[src/rtl/pd_rd_arbiter.sv]
// pd_rd_arbiter: shares the PD-FIFO read port between the cell read engine (CR)
// and the head-drop engine (HD). One requester at a time owns the port: the grant
// pulses a one-hot pop (o_pd_ptr_ack) and ownership holds until the owner's done
// pulse, or until the hold watchdog forces a release.
//
// Optional feature macro: PD_ARB_STATS_EN adds grant/watchdog statistics outputs.
//
// Ports:
//   i_clk, i_rst                    clock, asynchronous active-high reset
//   i_cr_req/i_cr_qid/i_cr_done     CR request, requested queue, release pulse
//   o_cr_gnt/o_cr_own               CR grant pulse, CR owns the port
//   i_hd_req/i_hd_qid/i_hd_done     HD request, requested queue, release pulse
//   o_hd_gnt/o_hd_own               HD grant pulse, HD owns the port
//   i_pd_ptr_rdy                    per-queue PD available
//   o_pd_ptr_ack                    one-hot PD pop pulse, coincident with grant
//   o_wdog_err                      1-cycle pulse on watchdog-forced release
//   o_cr_gnt_cnt/o_hd_gnt_cnt/o_wdog_cnt  event counters (PD_ARB_STATS_EN only)
module pd_rd_arbiter #(
  parameter int unsigned NUM_Q      = 4,
  parameter int unsigned QW         = 2,
  parameter int unsigned STARVE_MAX = 4,
  parameter int unsigned HOLD_MAX   = 255
) (
  input  logic             i_clk,
  input  logic             i_rst,
  input  logic             i_cr_req,
  input  logic [QW-1:0]    i_cr_qid,
  input  logic             i_cr_done,
  output logic             o_cr_gnt,
  output logic             o_cr_own,
  input  logic             i_hd_req,
  input  logic [QW-1:0]    i_hd_qid,
  input  logic             i_hd_done,
  output logic             o_hd_gnt,
  output logic             o_hd_own,
  input  logic [NUM_Q-1:0] i_pd_ptr_rdy,
  output logic [NUM_Q-1:0] o_pd_ptr_ack,
  output logic             o_wdog_err
`ifdef PD_ARB_STATS_EN
  ,
  output logic [31:0]      o_cr_gnt_cnt,
  output logic [31:0]      o_hd_gnt_cnt,
  output logic [15:0]      o_wdog_cnt
`endif
);

  localparam int unsigned HW = 8;
  localparam int unsigned SW = $clog2(STARVE_MAX + 1);

  typedef enum logic [1:0] {ST_IDLE, ST_OWN_CR, ST_OWN_HD} state_t;

  state_t           r_state;
  logic             r_cr_gnt;
  logic             r_cr_own;
  logic             r_hd_gnt;
  logic             r_hd_own;
  logic [NUM_Q-1:0] r_ack;
  logic             r_wdog;
  logic [HW-1:0]    r_hold_cnt;
  logic [SW-1:0]    r_starve;

  logic             w_cr_vld;
  logic             w_hd_vld;
  logic             w_starve_ok;
  logic             w_cr_win;
  logic             w_hd_win;
  logic             w_own_done;
  logic             w_wdog;
  logic [HW-1:0]    w_hold_nxt;

  // Arbitration and release decisions for the coming edge
  always_comb begin
    w_cr_vld    = i_cr_req && (32'(i_cr_qid) < NUM_Q) && i_pd_ptr_rdy[i_cr_qid];
    w_hd_vld    = i_hd_req && (32'(i_hd_qid) < NUM_Q) && i_pd_ptr_rdy[i_hd_qid];
    w_starve_ok = (r_starve < SW'(STARVE_MAX));
    // HD is preferred until CR has lost STARVE_MAX contested arbitrations in a row
    w_hd_win    = (r_state == ST_IDLE) && w_hd_vld && (!w_cr_vld || w_starve_ok);
    w_cr_win    = (r_state == ST_IDLE) && w_cr_vld && !w_hd_win;
    // Count including the current OWN cycle; release once the owner has had HOLD_MAX cycles
    w_hold_nxt  = r_hold_cnt + HW'(1);
    w_own_done  = ((r_state == ST_OWN_CR) && i_cr_done) ||
                  ((r_state == ST_OWN_HD) && i_hd_done);
    w_wdog      = (r_state != ST_IDLE) && !w_own_done && (w_hold_nxt == HW'(HOLD_MAX));
  end

  // Ownership FSM with registered outputs
  always_ff @(posedge i_clk or posedge i_rst) begin
    if (i_rst) begin
      r_state    <= ST_IDLE;
      r_cr_gnt   <= 1'b0;
      r_cr_own   <= 1'b0;
      r_hd_gnt   <= 1'b0;
      r_hd_own   <= 1'b0;
      r_ack      <= '0;
      r_wdog     <= 1'b0;
      r_hold_cnt <= '0;
      r_starve   <= '0;
    end else begin
      r_cr_gnt <= 1'b0;
      r_hd_gnt <= 1'b0;
      r_ack    <= '0;
      r_wdog   <= 1'b0;
      case (r_state)
        ST_IDLE: begin
          r_hold_cnt <= '0;
          if (w_hd_win) begin
            r_state  <= ST_OWN_HD;
            r_hd_gnt <= 1'b1;
            r_hd_own <= 1'b1;
            r_ack    <= NUM_Q'(1) << i_hd_qid;
            if (w_cr_vld && w_starve_ok) begin
              r_starve <= r_starve + SW'(1);
            end
          end else if (w_cr_win) begin
            r_state  <= ST_OWN_CR;
            r_cr_gnt <= 1'b1;
            r_cr_own <= 1'b1;
            r_ack    <= NUM_Q'(1) << i_cr_qid;
            r_starve <= '0;
          end
        end
        ST_OWN_CR, ST_OWN_HD: begin
          r_hold_cnt <= w_hold_nxt;
          // done in the watchdog cycle wins, so w_wdog is already masked by w_own_done
          if (w_own_done || w_wdog) begin
            r_state  <= ST_IDLE;
            r_cr_own <= 1'b0;
            r_hd_own <= 1'b0;
            r_wdog   <= w_wdog;
          end
        end
        default: begin
          r_state  <= ST_IDLE;
          r_cr_own <= 1'b0;
          r_hd_own <= 1'b0;
        end
      endcase
    end
  end

`ifdef PD_ARB_STATS_EN
  logic [31:0] r_cr_gnt_cnt;
  logic [31:0] r_hd_gnt_cnt;
  logic [15:0] r_wdog_cnt;

  // Free-running event counters, wrapping modulo their width
  always_ff @(posedge i_clk or posedge i_rst) begin
    if (i_rst) begin
      r_cr_gnt_cnt <= '0;
      r_hd_gnt_cnt <= '0;
      r_wdog_cnt   <= '0;
    end else begin
      if (w_cr_win) r_cr_gnt_cnt <= r_cr_gnt_cnt + 32'd1;
      if (w_hd_win) r_hd_gnt_cnt <= r_hd_gnt_cnt + 32'd1;
      if (w_wdog)   r_wdog_cnt   <= r_wdog_cnt + 16'd1;
    end
  end

  assign o_cr_gnt_cnt = r_cr_gnt_cnt;
  assign o_hd_gnt_cnt = r_hd_gnt_cnt;
  assign o_wdog_cnt   = r_wdog_cnt;
`endif

  assign o_cr_gnt     = r_cr_gnt;
  assign o_cr_own     = r_cr_own;
  assign o_hd_gnt     = r_hd_gnt;
  assign o_hd_own     = r_hd_own;
  assign o_pd_ptr_ack = r_ack;
  assign o_wdog_err   = r_wdog;

endmodule
[config.mk]
export PLATFORM = sky130hd
export DESIGN_NAME = pd_rd_arbiter
export DESIGN_NICKNAME = d
export VERILOG_FILES = /design/src/rtl/pd_rd_arbiter.sv
export SDC_FILE = /design/constraint.sdc
export NUM_CORES = 1
export LEC_CHECK = 0
export BUFFER_PORTS_ARGS = -buffer_cell sky130_fd_sc_hd__buf_2
export CELL_PAD_IN_SITES_DETAIL_PLACEMENT = 1
export CELL_PAD_IN_SITES_GLOBAL_PLACEMENT = 2
export CORE_UTILIZATION = 36
export CTS_CLUSTER_SIZE = 40
export DETAILED_ROUTE_END_ITERATION = 16
export GPL_TIMING_DRIVEN = 1
export PLACE_DENSITY_LB_ADDON = 0.3
export RECOVER_POWER = 50
export REMOVE_ABC_BUFFERS = 1
export SYNTH_ARGS = -nofsm -noshare
export SYNTH_HDL_FRONTEND = slang
export SYNTH_SLANG_ARGS = --single-unit
[constraint.sdc]
create_clock -name i_clk -period 4.25 [get_ports i_clk]
set_input_delay 0.6375 -clock i_clk [delete_from_list [all_inputs] [get_ports i_clk]]
set_output_delay 0.6375 -clock i_clk [all_outputs]
set_load 0.01 [all_outputs]
======== Yosys cells after proc, flatten, opt, wreduce, memory -nomap -nowiden ========
Cells that the tools add are included.
word-level totals
  register bits after elaboration ......... 22
  output and inout bits ................... 9
  logic and storage cells ................. 79
cells by class
  add/sub/neg operators ................... 2
  $lt $le $gt $ge ......................... 3
  eq/ne operators ......................... 9
  shift operators ......................... 2
  multiplexer cells ....................... 28
  reductions and logical operators ........ 26
operators by type and width
  kind                   count
  $pmux W8 S2            1
  $mux W1                13
  $mux W4                3
  $logic_and A1 B1 Y1    11
  $mux W3                3
  $add A8 B1 Y8 const B  1
  $eq A8 B8 Y1 const B   1
  $ne A2 B2 Y1 const B   4
  $shl A1 B2 Y4 const A  2
  $lt A2 B3 Y1 const B   2
  $mux W2                3
  $reduce_and A3 Y1      2
  $reduce_bool A2 Y1     3
  $bmux W1 S2            2
  $pmux W1 S2            2
  $pmux W2 S2            1
  $reduce_and A2 Y1      2
  $add A3 B1 Y3 const B  1
  $logic_not A1 Y1       3
  $logic_or A1 B1 Y1     3
  $lt A3 B3 Y1 const B   1
  $ne A3 B3 Y1 const B   1
  $eq A2 B1 Y1 const B   1
  $eq A2 B2 Y1 const B   1
  3 further kinds        3

======== Depth between registers and ports, before layout ========
  depth in word-level cells ............... 11
  gate-level depth with buffers ........... 7
  depth with buffers taken out ............ 7

======== Worst setup path before layout ========
OpenSTA, ideal clock, no wires.
  path type ............................... input to register
  start ................................... input i_hd_qid[0]
  end ..................................... register r_cr_own, in the netlist o_cr_own
  library setup time ...................... 0.096 ns
  arrival ................................. 1.696 ns
  slack ................................... 2.459 ns
  cell stages on the path ................. 5
  buffers on the path ..................... 0
  cell sequence ........................... mux4_2 > and4_4 > nor2_2 > o221ai_2 > a311oi_2
between the ends
  longest elaborated chain between the ends .. 9
  elaborated cells between the ends (all ways) .. 10
ends and longest elaborated chain
  what                                line  text
  start: declaration                  32    input logic [QW-1:0] i_hd_qid,
  $bmux W1 S2 *                       74    w_hd_vld = i_hd_req && (32'(i_hd_qid) < NUM_Q) && i_pd_ptr_rdy[i_hd_qid];
  $mux W1 (implied by the code) *     74
  $logic_and A1 B1 Y1 *               74
  $logic_and A1 B1 Y1 * (2 in a row)  77    w_hd_win = (r_state == ST_IDLE) && w_hd_vld && (!w_cr_vld || w_starve_ok);
  $logic_not A1 Y1                    78    w_cr_win = (r_state == ST_IDLE) && w_cr_vld && !w_hd_win;
  $logic_and A1 B1 Y1                 78
  $ne A2 B2 Y1 (no line)              --
  $reduce_and A3 Y1 (no line) *       --
  end signal: assignment              91    r_cr_own <= 1'b0;
  end signal: assignment              117   r_cr_own <= 1'b1;
  end signal: assignment              127   r_cr_own <= 1'b0;
  end: declaration                    54    logic r_cr_own;
Mark *: on every way between the ends. The rest lies on a longest branch, timed or not. The select of a mux whose other input is x is not followed.
A chain may end at the register's enable or synchronous reset.

======== Worst setup path in the final report ========
  start ................................... register r_state[1]
  end ..................................... register r_cr_own, in the netlist o_cr_own
between the ends
  longest elaborated chain between the ends .. 9
  elaborated cells between the ends (all ways) .. 22
ends and longest elaborated chain
  what                                                 line         text
  start: declaration                                   52           state_t r_state;
  start signal: assignment                             89           r_state <= ST_IDLE;
  start signal: assignment                             107          r_state <= ST_OWN_HD;
  start signal: assignment                             115          r_state <= ST_OWN_CR;
  $eq A2 B1 Y1 / $eq A2 B2 Y1 (equally long branches)  81, 103, 82
  $logic_and A1 B1 Y1, on equally long branches        81, 82
  $logic_or A1 B1 Y1                                   81           w_own_done = ((r_state == ST_OWN_CR) && i_cr_done) ||
  $logic_not A1 Y1                                     83           w_wdog = (r_state != ST_IDLE) && !w_own_done && (w_hold_nxt == HW'(HOLD_MAX));
  $logic_and A1 B1 Y1 (2 in a row)                     83
  $logic_or A1 B1 Y1                                   125          if (w_own_done || w_wdog) begin
  $ne A2 B2 Y1 (no line)                               --
  $reduce_and A3 Y1 (no line)                          --
  end signal: assignment                               91
  end signal: assignment                               127
  end signal: assignment                               134          r_cr_own <= 1'b0;
Parallel ways exist; a longest one is shown, timed or not.

==> impl_metrics.env <==
export IMPL_dr_pass1_iters=4
export IMPL_final_cells=202
export IMPL_max_stage_delay_ns=0.48
export IMPL_track_usage_pct=18.10
export IMPL_hp_class="input port to async pin"
export IMPL_rows=21
export IMPL_coreArea_sq_mm=0.003390
export IMPL_fp_dieH_um=61.78
export IMPL_run_status="finished, final reports clean"
export IMPL_maxSlewViolCount=0
export IMPL_grt_first_pass_wirelength_um=5037
export IMPL_utilization_pct=42.97
export IMPL_reg2reg_depth=6
export IMPL_initial_core_util_pct=37.95
export IMPL_reg2reg_from="r_state[1]"
export IMPL_cts_buffer_depth=2
export IMPL_tns_ns=0
export IMPL_cts_buffers=3
export IMPL_fin_worst_skew_ns=0.008118
export IMPL_antenna_cells=0
export IMPL_hold_buffers=0
export IMPL_crit_path_max_fanout=9
export IMPL_die_x_um=61.78
export IMPL_period_share_pct=45.55
export IMPL_postRouteAntennaNets=0
export IMPL_dp_slack_ns=2.197
export IMPL_seq_area_frac_synth_pct=42.80
export IMPL_port_buffers=22
export IMPL_crit_chain="inv_1 > ha_1 > nand2_1 > or2_2 > o221ai_2 > a311oi_2"
export IMPL_ys_types=36
export IMPL_post_cts_resized=0
export IMPL_clk_pin_slew_worst_paths_ns=0.13
export IMPL_crit_slowest_cell="ha_1"
export IMPL_critPathLaunchType="register"
export IMPL_drcViolationCount=0
export IMPL_filler_cell_count=400
export IMPL_tritoncts="yes"
export IMPL_r2r_end="o_cr_own"
export IMPL_fmax_ghz=0.5166
export IMPL_ir_drop_v=0.0001630
export IMPL_p_leak_uw=0.0007111
export IMPL_grt_max_degree=23
export IMPL_cts_sinks=22
export IMPL_route_vias_total=1073
export IMPL_crit_arrival_ns=2.14
export IMPL_clock_latency_ns=0.32
export IMPL_synth_area_per_cell_sq_um=9.528
export IMPL_crit_type="register to register"
export IMPL_cts_root_buf="clkbuf_4"
export IMPL_synthToLayoutAreaGrowth_pct=13.23
export IMPL_first_iter_violations=23
export IMPL_r2r_slack_ns=2.31
export IMPL_finalSetupViolCount=0
export IMPL_synthTopCellsByArea="dfrtp_1 (43%), nand2_1 (7.9%), ha_1 (6.8%)"
export IMPL_maxCapViolCount=0
export IMPL_synth_area_sq_mm=0.001286
export IMPL_grt_remaining_overflow=0
export IMPL_ys_warn_count=0
export IMPL_most_common_layout_cells="nand2_1 (27), dfrtp_1 (22), buf_2 (20)"
export IMPL_drive_gt1_share_pct=23.08
export IMPL_ioPinCount=23
export IMPL_min_period_ns=1.936
export IMPL_synth_top_area_share_pct=42.80
export IMPL_placed_cells=199
export IMPL_dp_hpwl_um=2229
export IMPL_die_area_sq_mm=0.003816
export IMPL_wl_um=2942
export IMPL_ys_seq_elements=22
export IMPL_worstPathRequired_ns=4.45
export IMPL_tightest_slew_ns=0.8891
export IMPL_h_tree_depth=1
export IMPL_grt_pass1_vias=1093
export IMPL_synth_cells=135
export IMPL_via_per_inst=5.312
export IMPL_rsz0062_at_grt="no"
export IMPL_p_per_area_mw_per_mm2=447.8
export IMPL_endpoint_kind="register"
export IMPL_hold_violations=0
export IMPL_avgRoutedWirePerCell_um=14.56
export IMPL_finalNetCount=179
export IMPL_relSlewSlack_pct=40.66
export IMPL_post_cts_buffers=0
export IMPL_final_common_cell="nand2_1"
export IMPL_antenna_found_initial=0
export IMPL_gp_congestion=0.7304
export IMPL_fin_ws_ns=2.314
export IMPL_yosys_area_top_type="dfrtp_1"
[power by group]
part	switching, uW	internal, uW	total, uW
Combinational	168	108	276
Sequential	31.2	244	275
Clock	67.6	33.2	101
[flip-flops by register name, summed over array words and instances (netlist names)]
| signal | flops |
|---|---|
| o_cr_gnt | 1 |
| o_cr_own | 1 |
| o_hd_gnt | 1 |
| o_hd_own | 1 |
| o_pd_ptr_ack | 4 |
| o_wdog_err | 1 |
| r_hold_cnt | 8 |
| r_starve | 3 |
| r_state | 2 |
[Yosys cell counts (all sizes together)]
cell,instances
a21o,6
a21oi,4
a22o,1
a22oi,2
a311oi,1
a31o,1
and2,2
and3,2
and4,2
buf,2
clkbuf,2
dfrtp,22
ha,7
inv,9
mux4,2
nand2,27
nand2b,2
nand3,7
nand4,3
nor2,5
nor2b,1
nor3,2
nor3b,1
o211ai,1
o21ai,8
o221ai,1
o22ai,2
o31ai,4
o32ai,2
or2,1
xnor2,3
[metrics by stage]
step	instance area (sq um)	power, uW	hold WS, ns
2_1_floorplan	1269	476.5	0.4415
3_3_place_gp	1436	547.5	0.4575
3_5_place_dp	1436	563.1	0.4788
4_1_cts	1459	663.2	0.5023
5_1_grt	1456	711.6	0.5328
6_report	1456	652.2	0.4879
[cell families after synthesis]
| family | count (synthesis) | share of synthesized area, % |
|---|---|---|
| buf+inv | 13 | 3.988 |
| fa+ha+maj | 7 | 6.809 |
| simple gates | 55 | 21.40 |
| flops | 22 | 42.80 |
| compound gates | 33 | 19.45 |
| mux | 2 | 3.502 |
| xor+xnor | 3 | 2.043 |
[critical path: cells and delay by family (launching register included)]
family	cells	cell delay [ns]
fa+ha+maj	1	0.48
flops	1	0.43
buf+inv	1	0.10
simple gates	2	0.59
compound gates	2	0.23
[cell type report]
cell class                      count  area, sq um  share of cell area [%]
Inverter                            9        33.78                   2.320
Timing Repair Buffer               22        107.6                   7.388
Multi-Input combinational cell    100        684.4                   46.99
Tap cell                           46        57.56                   3.952
Clock buffer                        3        22.52                   1.546
Sequential cell                    22        550.5                   37.80
[routing by layer]
layer | up-vias | wire (um) | GRT usage (%)
li1 | 523 | - | -
met1 | 533 | 1398 | 25.39
met2 | 13 | 1447 | 29.03
met3 | 4 | 67 | 1.863
met4 | 0 | 28 | 6.667
met5 | - | 0 | 0
[worst max-delay path by stage]
stage                startpoint         endpoint  slack, ns  depth (start not counted)
finish               r_state[1]         o_cr_own       2.31                          6
global route         r_state[0]         o_cr_own       2.16                          6
CTS                  r_state[1]         o_cr_own       2.27                          6
detailed placement  i_cr_qid[0]  o_pd_ptr_ack[0]       2.20                          6
global placement    i_cr_qid[0]  o_pd_ptr_ack[3]       2.22                          7
floorplan           i_hd_qid[0]         o_cr_own       2.46                          5
Power figures use the tool's default switching activity.
